==> src/rtl/mem_access_controller_pkg.sv <==
// Shared definitions for the MEM-stage access sequencer: state encodings and default watchdog limit.
package mem_access_controller_pkg;

    typedef enum logic [1:0] {
        S_IDLE = 2'd0,
        S_WAIT = 2'd1,
        S_ERR  = 2'd2
    } state_t;

    localparam int DEFAULT_TIMEOUT = 15;

endpackage

==> src/rtl/mem_wait_timer.sv <==
// 8-bit WAIT-cycle counter for the MEM access watchdog (used only when MEM_TIMEOUT_EN is defined).
module mem_wait_timer (
    input  logic       Clk,
    input  logic       Reset,
    input  logic       Load,
    input  logic       Inc,
    input  logic [7:0] Limit,
    output logic       Terminal
);

    logic [7:0] waitCnt;

    // Load starts at 1 because the cycle that enters WAIT already counts as one wait cycle.
    always_ff @(posedge Clk) begin
        if (Reset)
            waitCnt <= 8'd0;
        else if (Load)
            waitCnt <= 8'd1;
        else if (Inc && waitCnt != 8'hFF)
            waitCnt <= waitCnt + 8'd1;
    end

    assign Terminal = (waitCnt == Limit);

endmodule

==> src/rtl/mem_access_controller.sv <==
// MEM-stage req/ack sequencer with pipeline stall, MEM/WB bubble and stall-cycle counter.
// Optional hung-access watchdog built when MEM_TIMEOUT_EN is defined.
module mem_access_controller
    import mem_access_controller_pkg::*;
#(
    parameter int TIMEOUT_CYCLES = DEFAULT_TIMEOUT,
    parameter int CNT_W          = 32
) (
    input  logic             Clk,
    input  logic             Reset,
    input  logic             MemReadM,
    input  logic             MemWriteM,
    input  logic             MemAckI,
    output logic             MemReqO,
    output logic             StallF,
    output logic             StallD,
    output logic             StallE,
    output logic             StallM,
    output logic             FlushW,
    output logic [CNT_W-1:0] StallCycles,
    output logic             MemErr
);

    if (TIMEOUT_CYCLES < 1 || TIMEOUT_CYCLES > 255) begin : g_badTimeout
        $error("TIMEOUT_CYCLES out of range 1..255");
    end

    state_t           state, nextState;
    logic             access, stall, flush, req;
    logic [CNT_W-1:0] stallCnt;

    assign access = MemReadM | MemWriteM;

`ifdef MEM_TIMEOUT_EN
    logic timerLoad, timerInc, terminal, memErrQ;
    localparam logic [7:0] TimeoutLimit = 8'(TIMEOUT_CYCLES);

    mem_wait_timer uTimer (
        .Clk      (Clk),
        .Reset    (Reset),
        .Load     (timerLoad),
        .Inc      (timerInc),
        .Limit    (TimeoutLimit),
        .Terminal (terminal)
    );
`endif

    // Mealy decode; Reset forces every control output low in the same cycle.
    always_comb begin
        nextState = state;
        req       = 1'b0;
        stall     = 1'b0;
        flush     = 1'b0;
`ifdef MEM_TIMEOUT_EN
        timerLoad = 1'b0;
        timerInc  = 1'b0;
`endif
        if (!Reset) begin
            case (state)
                S_IDLE: begin
                    req = access;
                    if (access && !MemAckI) begin
                        stall     = 1'b1;
                        flush     = 1'b1;
                        nextState = S_WAIT;
`ifdef MEM_TIMEOUT_EN
                        timerLoad = 1'b1;
`endif
                    end
                end
                S_WAIT: begin
                    req = 1'b1;
                    if (MemAckI) begin
                        nextState = S_IDLE;
                    end else begin
                        stall = 1'b1;
                        flush = 1'b1;
`ifdef MEM_TIMEOUT_EN
                        timerInc = 1'b1;
                        if (terminal)
                            nextState = S_ERR;
`endif
                    end
                end
`ifdef MEM_TIMEOUT_EN
                S_ERR: begin
                    stall = 1'b1;
                    flush = 1'b1;
                end
`endif
                default: nextState = S_IDLE;
            endcase
        end
    end

    always_ff @(posedge Clk) begin
        if (Reset)
            state <= S_IDLE;
        else
            state <= nextState;
    end

    always_ff @(posedge Clk) begin
        if (Reset)
            stallCnt <= '0;
        else if (stall && stallCnt != {CNT_W{1'b1}})
            stallCnt <= stallCnt + 1'b1;
    end

`ifdef MEM_TIMEOUT_EN
    always_ff @(posedge Clk) begin
        if (Reset)
            memErrQ <= 1'b0;
        else if (nextState == S_ERR)
            memErrQ <= 1'b1;
    end

    assign MemErr = memErrQ & ~Reset;
`else
    assign MemErr = 1'b0;
`endif

    assign MemReqO     = req;
    assign StallF      = stall;
    assign StallD      = stall;
    assign StallE      = stall;
    assign StallM      = stall;
    assign FlushW      = flush;
    assign StallCycles = Reset ? '0 : stallCnt;

endmodule

==> config.mk <==
export PLATFORM = sky130hd
export DESIGN_NAME = mem_access_controller
export DESIGN_NICKNAME = d
export VERILOG_FILES = /design/src/rtl/mem_access_controller_pkg.sv /design/src/rtl/mem_wait_timer.sv /design/src/rtl/mem_access_controller.sv
export SDC_FILE = /design/constraint.sdc
export NUM_CORES = 1
export LEC_CHECK = 0
export CAP_MARGIN = 20
export CORE_MARGIN = 3
export CORE_UTILIZATION = 45
export DETAILED_ROUTE_END_ITERATION = 7
export HOLD_SLACK_MARGIN = 0.03
export PLACE_DENSITY_LB_ADDON = 0.12
export SETUP_SLACK_MARGIN = 0.2
export SYNTH_ARGS = -nofsm -noshare
export SYNTH_HDL_FRONTEND = slang
export SYNTH_SLANG_ARGS = --single-unit
==> constraint.sdc <==
create_clock -name Clk -period 2.3 [get_ports Clk]
set_clock_uncertainty 0.2 [all_clocks]
set_input_delay 0.23 -clock Clk [delete_from_list [all_inputs] [get_ports Clk]]
set_output_delay 0.23 -clock Clk [all_outputs]
set_load 0.02 [all_outputs]
Word level (Yosys, flattened, before mapping)

Index checks and enable logic that the tools add are counted.

Flip-flop bits (word level): 34
Input bits: 5
Output and inout bits: 39
Logic and storage cells: 23

Add/sub/neg operators: 1
Equal/unequal tests: 4
Multiplexer cells: 10
Bitwise operators: 1
Reduce and logical (&&, ||, !) cells: 5

Operator list:

| kind                                                 | number |
|---|---|
| adder 32 x 1 -> 32 bit (second input constant)       | 1 |
| 2-to-1 mux 32 bit                                    | 1 |
| != test 32 bit (second input constant)               | 1 |
| 2-to-1 mux 1 bit                                     | 4 |
| 2-to-1 mux 2 bit                                     | 2 |
| != test 2 bit (second input constant)                | 2 |
| one-hot mux 1 bit (2 select lines)                   | 2 |
| one-hot mux 2 bit (2 select lines)                   | 1 |
| equality test 2 x 1 -> 1 bit (second input constant) | 1 |
| logical AND 1 bit                                    | 2 |
| zero test 2 bit                                      | 1 |
| AND reduction 2 bit                                  | 1 |
| zero test 1 bit                                      | 1 |
| OR 1 bit                                             | 1 |

Longest topological paths before layout

Depth in word-level cells: 6
Mapped depth: 8
Depth with buffers taken out: 6

Worst setup path before layout

No wires, ideal clock.

Path type: reg2reg
Start point: register stallCnt[0]
End point: register stallCnt[6]
Setup time: 0.121 ns
Data arrival time: 2.051 ns
Data required time: 1.979 ns
Path slack: -0.073 ns
Cell stages (with the launch flop): 9
Path buffers: 2
Period minus slack after synthesis: 2.373 ns
Cell sequence: dfxtp_1 > ha_1 > nand3_1 > or4_4 > buf_6 > o31ai_4 > buf_6 > nor2_2 > mux2_4

Cells in the longest elaborated chain, start to end: 2
Elaborated cells on any way between the ends: 3
Classes of those cells: add/sub (1); eq/ne (1); reduce/logical (1)

Ends and longest elaborated chain:

| what                                                           | line                         | source |
|---|---|---|
| from (decl)                                                    | mem_access_controller.sv:30  | `logic [CNT_W-1:0] stallCnt;` |
| from (signal assigned)                                         | mem_access_controller.sv:107 | `stallCnt <= stallCnt + 1'b1;` |
| branches (longest 2 deep; another with adder 32 x 1 -> 32 bit) | n/a                          |  |

Several ways; the timed one is not identified.
A chain may end at the register's enable or synchronous reset.

Worst setup path in the final report

Start point: register stallCnt[1]
End point: register stallCnt[5]

The elaborated chain is that of the path after synthesis.

==> results.cfg <==
[status]
outcome = complete, no violations

[synth]
synth_area_leaders = dfxtp_1 (33%), nor2b_1 (8.8%), nor2_1 (4.4%)
netlist_instances = 235
synth_largest_area_cell = dfxtp_1
syn_area_per_cell_um2 = 8.43
yosysSeqAreaShare_pct = 33.4
synth-seq-cells = 33
yosysUniqueCellTypes = 47
synthesis.area_um2 = 1980
synth_top_area_share_pct = 33.4
yosys_warnings = 0
synth_nets = 241

[cts]
cts_buffer_depth = 2
cts_buffers = 5
insertion_delay_ns = 0.29
cts_tree = yes
htree_levels = 2
cts.sinks = 33
cts-root-buf = clkbuf_8
cts.reportedPaths.clkPinSlew_ns = 0.07

[finish]
seqCellArea_um2 = 669
final_layout_size_suffix_gt1_share_pct = 34.6
nets = 323
diodes = 0
layout_commonest_cell = buf_4
multi_input_area_um2 = 1410
area_growth_pct = 55.5
final_cell_mix = buf_4 (38), clkdlybuf4s50_1 (33), nor2b_1 (28)
n_fill_cell = 319
post-route-util_pct = 74.8

[floorplan]
die_x_um = 72.3
core_um2 = 4120
ios = 44
dieArea_um2 = 5230
dieHeight_um = 72.3
fp-row-count = 23
start_util_pct = 48.1

[global_routing]
grt_usage_pct = 20.7
grt_pass1_vias = 1902
antenna_found_initial = 0
grt_max_degree = 63
gr-total-overflow = 0
grt_pass1_wl_um = 8640

[place]
place_congestion = 0.789
placement.io_buffers = 42
dp_hpwl_um = 3500

[detailed_routing]
wl_per_cell_um = 14.6
drt_iter0_drc = 87
drt-total-wl_um = 5380
viasPerCell = 5.38
drt_pass1_iterations = 4
antenna_left = 0
drc = 0
vias = 1980

[sta]
finalCriticalPeriod_ns = 2.27
fmax_ghz = 0.441
fin_crit_sh_pct = 98.5
setup-violations-final = 0
hold_ws_ns = 0.229
rsz0062_at_grt = true
drv_slew = 0
hold_viol_final = 0

[worst_setup_path]
cp_slowest_cell = or4_4
r2r_cells = 6
worstPathMaxFanout = 4
r2r_start = stallCnt[1]
end_kind = flop
critPathKind = reg2reg
arrival_ns = 2.24
reg2reg_to = stallCnt[5]
critPathTopFamily = simple AND/OR/NAND/NOR gates
worstPathCellList = ha_4, nand3_4, or4_4, o31ai_4, or3_1, mux2_4
critPathBufInv = 0
worstPathRequired_ns = 2.27
start_kind = flop
cp_slowest_stage_delay_ns = 0.56
r2r_slack_ns = 0.03

[min_path]
hold-path-cell-count = 3
hold_path.class = in2reg
holdPathEnd = stallCnt[28]
hp-start = Reset

[power]
vdd_drop_max_uv = 282
leakagePower_nw = 1.22
powerDensity_nw_per_um2 = 359

[run]
maxCapViolCount = 0
[logic make-up (layout without fill, tap and decap cells)]
group                    count (synthesis)  after routing  share of synthesized area (%)
multiplexers                            11             11                           6.95
AND/OR/NAND/NOR                        129            129                           39.1
adder cells (fa/ha/maj)                  1              1                          0.632
AO/OA/AOI/OAI                           35             35                           12.1
XOR/XNOR                                 4              4                           1.77
buffers and inverters                   21            104                           5.87
other                                    1              1                          0.189
flip-flops                              33             33                           33.4
[stage by stage]
step           cells  cell area [um2]  worst slack [ns]  power (mW)  setup TNS, ns
2_1_floorplan    235             2040            0.0183       0.647              0
3_5_place_dp     349             2710            -0.259       0.683          -2.76
5_1_grt          368             3080           -0.0139        1.15        -0.0187
6_report         368             3080            0.0339        1.11              0
4_1_cts          363             2930            0.0778        1.11              0
3_3_place_gp     349             2710            -0.198       0.681          -2.15
[area by class of cell]
cell class                 instances  area share, %
multi-input combinational        181           45.9
clock buffer                       8           2.60
timing repair buffer              90           27.0
sequential                        33           21.7
tap                               50           2.03
inverter                           6          0.731
[per-layer routing]
metal,share of wire [%],global-route usage (%)
met1,47,28.0
met5,0,0
met4,1.4,7.93
met3,3.2,3.60
met2,48,32.8
[registers in the layout (all words and copies together) (netlist names)]
| signal | count |
|---|---|
| stallCnt | 32 |
| state | 1 |
[repair_timing]
action                                  CTS  global route
gates resized for setup                  24            29
endpoints found under the setup margin   31            40
setup buffers                             6             5
hold buffers                              0             0
pin swaps                                15            14
[power breakdown]
group	switching, mW	internal [mW]
clock network	0.207	0.215
logic	0.0578	0.0476
registers	0.00361	0.576
[worst register-to-register path: stages, from the launching register on]
cell	delay, ns
dfxtp_2	0.35
ha_4	0.16
nand3_4	0.08
or4_4	0.56
o31ai_4	0.31
or3_1	0.20
mux2_4	0.31
[synth_stat cells (all sizes together)]
library cell	instances
buf	9
nor4	6
clkbuf	6
conb	1
nor4b	1
or3b	1
nand2	15
or3	8
nand3	7
and3	2
mux2i	1
o2111ai	2
and4	4
a211o	2
dfxtp	33
xor2	2
o41ai	2
nand2b	2
and2	4
or4	7
or2	2
nor3b	2
nor3	6
nand4	9
a21oi	10
a211oi	2
nor2	25
mux2	10
o31ai	2
o21ai	15
inv	6
nor2b	28
ha	1
xnor2	2
[how the worst max path moves through the flow]
stage | startpoint | end | slack [ns] | cells after the start
after floorplan | stallCnt[1] | stallCnt[6] | 0.02 | 8
after global placement | MemAckI | stallCnt[26] | -0.20 | 6
after detailed placement | MemAckI | stallCnt[26] | -0.26 | 6
after CTS | stallCnt[1] | stallCnt[21] | 0.08 | 9
after global routing | stallCnt[1] | stallCnt[5] | -0.01 | 6
final | stallCnt[1] | stallCnt[5] | 0.03 | 6
(Power assumes the default switching activity.)
